===== src/rtl/load_store_unit.sv =====
// Multicycle load/store unit: core valid/ready request to a word-aligned memory bus with wait states and timeout.
// Optional LSU_MISALIGN_TRAP_EN: misaligned half/word/dword requests error out without touching memory.
module load_store_unit #(
   parameter int XLEN     = 32,
   parameter int ADDR_W   = 32,
   parameter int MAX_WAIT = 15
) (
   input  logic              clk,
   input  logic              reset,
   input  logic              req_valid,
   output logic              req_ready,
   input  logic              req_we,
   input  logic [1:0]        req_size,
   input  logic              req_unsigned,
   input  logic [ADDR_W-1:0] req_addr,
   input  logic [XLEN-1:0]   req_wdata,
   output logic              rsp_valid,
   output logic [XLEN-1:0]   rsp_rdata,
   output logic              rsp_err,
   output logic              mem_req,
   output logic              mem_we,
   output logic [ADDR_W-1:0] mem_addr,
   output logic [XLEN/8-1:0] mem_be,
   output logic [XLEN-1:0]   mem_wdata,
   input  logic              mem_ack,
   input  logic [XLEN-1:0]   mem_rdata
);
   localparam int NB  = XLEN / 8;
   localparam int OFS = $clog2(NB);
   localparam int CW  = $clog2(MAX_WAIT + 1);

   typedef enum logic [1:0] {S_IDLE, S_ACCESS, S_RESP} state_t;

   state_t            state, state_nx;
   logic [CW-1:0]     cnt;
   logic              trap_req;
   logic              timeout;

   logic              we_p1;
   logic [1:0]        size_p1;
   logic              uns_p1;
   logic [ADDR_W-1:0] addr_p1;
   logic [NB-1:0]     be_p1;
   logic [XLEN-1:0]   wdata_p1;
   logic [XLEN-1:0]   rdata_p2;
   logic              err_p2;

   // Lowest lane touched: offset bits below the access size are dropped.
   function automatic logic [OFS-1:0] lane_base(input logic [1:0] size, input logic [OFS-1:0] o);
      case (size)
         2'b00:   lane_base = o;
         2'b01:   lane_base = o & ~OFS'(1);
         2'b10:   lane_base = o & ~OFS'(3);
         default: lane_base = '0;
      endcase
   endfunction

   function automatic logic [NB-1:0] byte_en(input logic [1:0] size, input logic [OFS-1:0] o);
      case (size)
         2'b00:   byte_en = NB'(1) << o;
         2'b01:   byte_en = NB'(2'b11) << lane_base(size, o);
         2'b10:   byte_en = NB'(4'hF) << lane_base(size, o);
         default: byte_en = '1;
      endcase
   endfunction

   function automatic logic [XLEN-1:0] replicate(input logic [1:0] size, input logic [XLEN-1:0] d);
      case (size)
         2'b00:   replicate = {NB{d[7:0]}};
         2'b01:   replicate = {(NB/2){d[15:0]}};
         2'b10:   replicate = {(NB/4){d[31:0]}};
         default: replicate = d;
      endcase
   endfunction

   function automatic logic [XLEN-1:0] fmt_load(input logic [XLEN-1:0] raw, input logic [1:0] size,
                                                input logic uns, input logic [OFS-1:0] o);
      logic [XLEN-1:0] sh;
      sh = raw >> {lane_base(size, o), 3'b000};
      fmt_load = raw;
      case (size)
         2'b00: begin
            fmt_load = XLEN'(sh[7:0]);
            for (int i = 8; i < XLEN; i++) fmt_load[i] = sh[7] & ~uns;
         end
         2'b01: begin
            fmt_load = XLEN'(sh[15:0]);
            for (int i = 16; i < XLEN; i++) fmt_load[i] = sh[15] & ~uns;
         end
         2'b10: begin
            fmt_load = XLEN'(sh[31:0]);
            for (int i = 32; i < XLEN; i++) fmt_load[i] = sh[31] & ~uns;
         end
         default: fmt_load = raw;
      endcase
   endfunction

   function automatic logic size_ok(input logic [1:0] size);
      size_ok = (XLEN == 64) || (size != 2'b11);
   endfunction

`ifdef LSU_MISALIGN_TRAP_EN
   function automatic logic misaligned(input logic [1:0] size, input logic [OFS-1:0] o);
      case (size)
         2'b01:   misaligned = o[0];
         2'b10:   misaligned = |o[1:0];
         2'b11:   misaligned = |o;
         default: misaligned = 1'b0;
      endcase
   endfunction

   assign trap_req = !size_ok(req_size) || misaligned(req_size, req_addr[OFS-1:0]);
`else
   assign trap_req = !size_ok(req_size);
`endif

   assign timeout = (cnt == CW'(MAX_WAIT - 1));

   always_ff @(posedge clk) begin
      if (!reset) begin
         state <= S_IDLE;
         cnt   <= '0;
      end else begin
         state <= state_nx;
         if (state == S_IDLE)
            cnt <= '0;
         else if (state == S_ACCESS && !mem_ack)
            cnt <= cnt + CW'(1);
      end
   end

   always_comb begin
      state_nx  = state;
      req_ready = 1'b0;
      mem_req   = 1'b0;
      rsp_valid = 1'b0;
      case (state)
         S_IDLE: begin
            req_ready = 1'b1;
            if (req_valid) state_nx = trap_req ? S_RESP : S_ACCESS;
         end
         S_ACCESS: begin
            mem_req = 1'b1;
            if (mem_ack || timeout) state_nx = S_RESP;
         end
         S_RESP: begin
            rsp_valid = 1'b1;
            state_nx  = S_IDLE;
         end
         default: state_nx = S_IDLE;
      endcase
   end

   // p1: request captured on acceptance, held for the whole access
   always_ff @(posedge clk) begin
      if (state == S_IDLE && req_valid) begin
         we_p1    <= req_we;
         size_p1  <= req_size;
         uns_p1   <= req_unsigned;
         addr_p1  <= req_addr;
         be_p1    <= byte_en(req_size, req_addr[OFS-1:0]);
         wdata_p1 <= replicate(req_size, req_wdata);
         rdata_p2 <= '0;
         err_p2   <= trap_req;
      end
      // p2: response formed when the access leaves ACCESS
      if (state == S_ACCESS) begin
         if (mem_ack) begin
            rdata_p2 <= we_p1 ? '0 : fmt_load(mem_rdata, size_p1, uns_p1, addr_p1[OFS-1:0]);
            err_p2   <= 1'b0;
         end else if (timeout) begin
            rdata_p2 <= '0;
            err_p2   <= 1'b1;
         end
      end
   end

   assign rsp_rdata = rsp_valid ? rdata_p2 : '0;
   assign rsp_err   = rsp_valid & err_p2;
   assign mem_we    = mem_req & we_p1;
   assign mem_addr  = mem_req ? {addr_p1[ADDR_W-1:OFS], {OFS{1'b0}}} : '0;
   assign mem_be    = mem_req ? be_p1 : '0;
   assign mem_wdata = mem_req ? wdata_p1 : '0;

endmodule


===== config.mk =====
export PLATFORM = sky130hd
export DESIGN_NAME = load_store_unit
export DESIGN_NICKNAME = d
export VERILOG_FILES = /design/src/rtl/load_store_unit.sv
export SDC_FILE = /design/constraint.sdc
export NUM_CORES = 1
export LEC_CHECK = 0
export BUFFER_PORTS_ARGS = -buffer_cell sky130_fd_sc_hd__buf_4
export CAP_MARGIN = 0
export CORE_UTILIZATION = 48
export CTS_CLUSTER_SIZE = 14
export DETAILED_ROUTE_END_ITERATION = 8
export PLACE_DENSITY = 0.85
export SETUP_SLACK_MARGIN = 0.02
export SYNTH_ARGS = -nofsm -noshare
export SYNTH_HDL_FRONTEND = slang
export SYNTH_SLANG_ARGS = --single-unit

===== constraint.sdc =====
create_clock -name clk -period 3.1 [get_ports clk]
set_input_delay 0.465 -clock clk [delete_from_list [all_inputs] [get_ports clk]]
set_output_delay 0.465 -clock clk [all_outputs]
set_load 0.05 [all_outputs]

# Word level (Yosys, flattened, before mapping)
# Index checks and enable logic that the tools add are counted.
[classes] n_shift=4 eq_ne=10 bitwise=6 n_reduce_logical=10 addsub=1 muxes=30
[op_table] cell="32-bit two-way mux" count=8
[op_table] cell="32-bit one-hot mux with 3 select lines" count=1
[op_table] cell="32-bit one-hot mux with 2 select lines" count=1
[op_table] cell="32-bit by 5-bit >> shifter with 32-bit output" count=1
[op_table] cell="2-bit two-way mux" count=9
[op_table] cell="4-bit one-hot mux with 3 select lines" count=1
[op_table] cell="2-bit one-hot mux with 2 select lines" count=2
[op_table] cell="1-bit two-way mux" count=7
[op_table] cell="2-bit by 1-bit equality test with 1-bit output, second input constant" count=3
[op_table] cell="2-bit equality test, second input constant" count=3
[op_table] cell="2-bit logical NOT" count=3
[op_table] cell="2-bit != test, second input constant" count=3
[op_table] cell="4-bit by 1-bit adder with 4-bit output, second input constant" count=1
[op_table] cell="1-bit bitwise AND" count=4
[op_table] cell="4-bit equality test, second input constant" count=1
[op_table] cell="4-bit two-way mux" count=1
[op_table] cell="1-bit by 2-bit << shifter with 4-bit output, first input constant" count=1
[op_table] cell="2-bit by 2-bit << shifter with 4-bit output, first input constant" count=1
[op_table] cell="4-bit by 2-bit << shifter with 4-bit output, first input constant" count=1
[op_table] cell="1-bit logical AND" count=2
[op_table] cell="1-bit logical NOT" count=2
[op_table] cell="1-bit inverter" count=2
[op_table] cell="2-bit AND reduction" count=1
[op_table] cell="2-bit OR reduction" count=1
[op_table] cell="1-bit logical OR" count=1
[word_totals] register_bits=111 elab_cells=71 in_bits=104

# Longest topological paths before layout
[logic_depth] word_depth=10 mapped_depth=8 depth_no_buf=7

# Worst setup path after synthesis
# Ideal clock, no wire load.
[synth_timing] path_type="register -> register" from="reg state[0]" to="reg addr_p1[0], enable pin" stages_incl_launch_ff=5 t_arrival_ns=2.775 slack_ns=-0.101 path_buffers=1 cell_sequence="dfxtp_1 buf_2 nor2_1 nand2_1 inv_1"
[synth_via] elab_chain_cells=2
[synth_lines] element="from (decl)" line_no="34" source="state_t state, state_nx;"
[synth_lines] element="from (signal assigned)" line_no="124" source="state <= state_nx;"
[synth_lines] element="2-bit logical NOT" line_no="156" source="if (state == S_IDLE && req_valid) begin"
[synth_lines] element="1-bit logical AND" line_no="156"
[synth_lines] element="to (signal assigned)" line_no="160" source="addr_p1 <= req_addr;"
[synth_lines] element="to (decl)" line_no="42" source="logic [ADDR_W-1:0] addr_p1;"
# No other way between the ends.
# A chain may end at the register's enable or synchronous reset.

# Final worst setup path
[layout_timing] from="reg state[0]" to="out mem_wdata[24]"
[layout_via] elab_chain_cells=3
[layout_lines] element="2-bit by 1-bit equality test with 1-bit output" line_no="137" source="case (state)"
[layout_lines] element="1-bit two-way mux" line_no="137"
[layout_lines] element="32-bit two-way mux" line_no="183" source="assign mem_wdata = mem_req ? wdata_p1 : '0;"
[layout_lines] element="to (decl)" line_no="24" source="output logic [XLEN-1:0] mem_wdata,"
# No other way between the ends.

==> flow_metrics.tcl <==
set metrics [dict create \
    synth_largest_area_cell "edfxtp_1" \
    grt_use_met2_pct 40.1 \
    diodes 0 \
    drcViolationCount 0 \
    port_buffers 206 \
    routed_wl_um 13800 \
    synth-simple-area-share_pct 20.1 \
    design_area_um2 7080 \
    nNetsFinal 762 \
    muxShareOfSynthArea_pct 7.57 \
    layout-drive-gt1-share_pct 38.7 \
    period_minus_slack_ns 2.68 \
    synth_cell_types 41 \
    tns_ns 0 \
    area_growth_pct 33.8 \
    p_leak_uw 0.00317 \
    track_usage_pct 24.2 \
    ctsHoldBuffers 0 \
    tritoncts "done" \
    antenna_found_initial 0 \
    vias 4317 \
    drt_iter0_markers 278 \
    cts.htree.levels 3 \
    hold-worst-slack_ns 0.262 \
    gp_congestion 0.910 \
    tightest_slew_ns 0.855 \
    outcome "complete, no violations" \
    clock_latency_ns 0.38 \
    synth_xor_area_share_pct 0 \
    place_area_um2 6890 \
    slew_headroom_pct 42.6 \
    cts_resized 0 \
    grt_pass1_vias 4142 \
    ys_ff_latch 111 \
    max_freq_ghz 0.373 \
    clock_sinks 111 \
    max_cap_violations 0 \
    hold_path.class "primary input to register" \
    post-route-period-util_pct 86.5 \
    ioPinCount 209 \
    crit_fanout 70 \
    wl_per_cell_um 17.3 \
    overflow 0 \
    ys_seq_area_share_pct 55.6 \
    synth.area.top_cells "edfxtp_1 (41%), dfxtp_1 (15%), and2_1 (12%), mux2_2 (4.9%), a22oi_1 (4.7%)" \
    synth_top_family_by_area "simple AND/OR/NAND/NOR gates" \
    synth_cells 466 \
    dp_hpwl_um 9980 \
    clock_skew_ns 0.0155 \
    gr-usage-met1_pct 28.8 \
    worst_setup_path_start_kind "register" \
    grt_pass1_wl_um 21100 \
    utilization_pct 67.4 \
    slew_violations 0 \
    grt_max_degree 71 \
    yosysWarnings 0 \
    path_buf_inv 3 \
    cts.clk_slew.worst_paths_ns 0.10 \
    cp_common_cell "buf_4" \
    ir_worst_vdd_v 0.000286 \
    synth_compound_area_share_pct 12.3 \
    worstPathRequired_ns 2.63 \
    dr.pass1.iters 5 \
    die_w_um 107 \
    core_um2 10500 \
    met3_usage_pct 8.02 \
    worstPathArrival_ns 2.22 \
    top_usage_layer "met2" \
    die_h_um 107 \
    path_cells "nand2b_1 > inv_1 > buf_4 > and2_1 > buf_4" \
    avgSynthCellArea_um2 11.4 \
    initial_core_util_pct 50.4 \
    die_area_um2 11400 \
    powerDensity_nw_per_um2 461 \
    place_inst 781 \
    rows 37 \
    rsz0062_at_grt "false" \
    end_kind "output pin" \
    avgViaCountPerCell 5.42 \
    cpLargestDelayFamily "buffers and inverters" \
    synth_fa_ha_area_share_pct 0.473 \
    hold_viol 0 \
    synth.cell_area_um2 5290 \
    critPathSlowestCell "dfxtp_1" \
    setup_viol 0 \
    numCtsBuffers 9 \
    synth_top_area_share_pct 40.9 \
    critPathKind "register to output pin" \
    ant_nets 0 \
    cts_setup_buffers 0 \
    root_buffer "clkbuf_8" \
    cts_buffer_depth 2 \
    layout.cells.non_filler 797 \
    slowest_delay_ns 0.51 \
]
## registers in the layout, indices dropped and copies added, names as in the netlist
name	flops
addr_p1	32
state	2
cnt	4
be_p1	4
size_p1	2
wdata_p1	32
uns_p1	1
err_p2	1
rdata_p2	32
we_p1	1
## report_power, final
group	total (uW)	internal, uW	switching (uW)	leakage, uW
logic	697	264	433	0.00206
registers	1730	1690	38.9	0.00100
clock network	840	358	482	0.0000974
## metrics by stage
stage / total power [uW] / setup WS, ns
5_1_grt: 3380 / 0.264
3_3_place_gp: 2440 / 0.841
3_5_place_dp: 2450 / 0.853
4_1_cts: 3280 / 0.409
6_report: 3260 / 0.419
2_1_floorplan: 2190 / 0.520
## per-layer routing
layer  share of wire (%)  vias to the layer above  wire length, um
met4                 2.3                        0              321
met3                 9.4                       24             1300
met2                  50                      215             6890
met1                  38                     2023             5310
met5                   0                        -                0
li1                    -                     2055                -
## cell families (layout without fill, tap and decap cells)
kind of cell,count (synthesis),in the layout
AND/OR/NAND/NOR,178,178
flip-flops,111,111
AO/OA/AOI/OAI,97,97
buffers and inverters,40,234
multiplexers,37,37
adder cells (fa/ha/maj),2,2
other,1,2
## placed cells by master (no fill, tap or decap), types with 6 or more instances in the layout
master / n
clkbuf_8: 12
nor2b_1: 8
a22o_1: 8
a22oi_1: 33
nand2_1: 24
edfxtp_1: 72
o21ai_0: 16
nand3_1: 25
dfxtp_1: 39
a21oi_1: 16
and2_1: 100
o211ai_1: 6
mux2i_1: 13
buf_4: 211
inv_1: 6
mux2_2: 23
## cells in the mapped netlist (all sizes together)
cell type,instances
nand3,25
nor2,5
a31o,1
o21ai,20
inv,6
nand4b,2
a21boi,1
edfxtp,72
o211ai,6
a21oi,16
and3,1
ha,2
a21o,5
nand2,24
a22oi,33
buf,17
o21bai,2
mux2i,13
a22o,8
and2,100
nand2b,4
nand4,1
a31oi,2
a32oi,1
and2b,1
nor2b,8
conb,1
a221o,1
nor3,6
mux2,24
clkbuf,17
o22ai,1
nor4,1
dfxtp,39
## path summary, 6_finish.rpt
| check | start | to | slack, ns | cells past startpoint |
|---|---|---|---|---|
| max | state[0]$_SDFFE_PN0P_ | mem_wdata[24] | 0.42 | 5 |
| min | req_we | we_p1$_DFFE_PP_ | 0.26 | 1 |
| max reg2reg | size_p1[0]$_DFFE_PP_ | rdata_p2[4]$_DFF_P_ | 0.85 | 5 |
| min reg2reg | rdata_p2[13]$_DFF_P_ | rdata_p2[13]$_DFF_P_ | 0.48 | 2 |
## area by class of cell
type                       count  area, um^2
fill                         774        3430
multi-input combinational    316        2150
inverter                       6        26.3
clock inverter                 3        17.5
clock buffer                  13         169
sequential                   111        2940
tap                          136         170
timing repair buffer         212        1600
(Power assumes the default switching activity.)
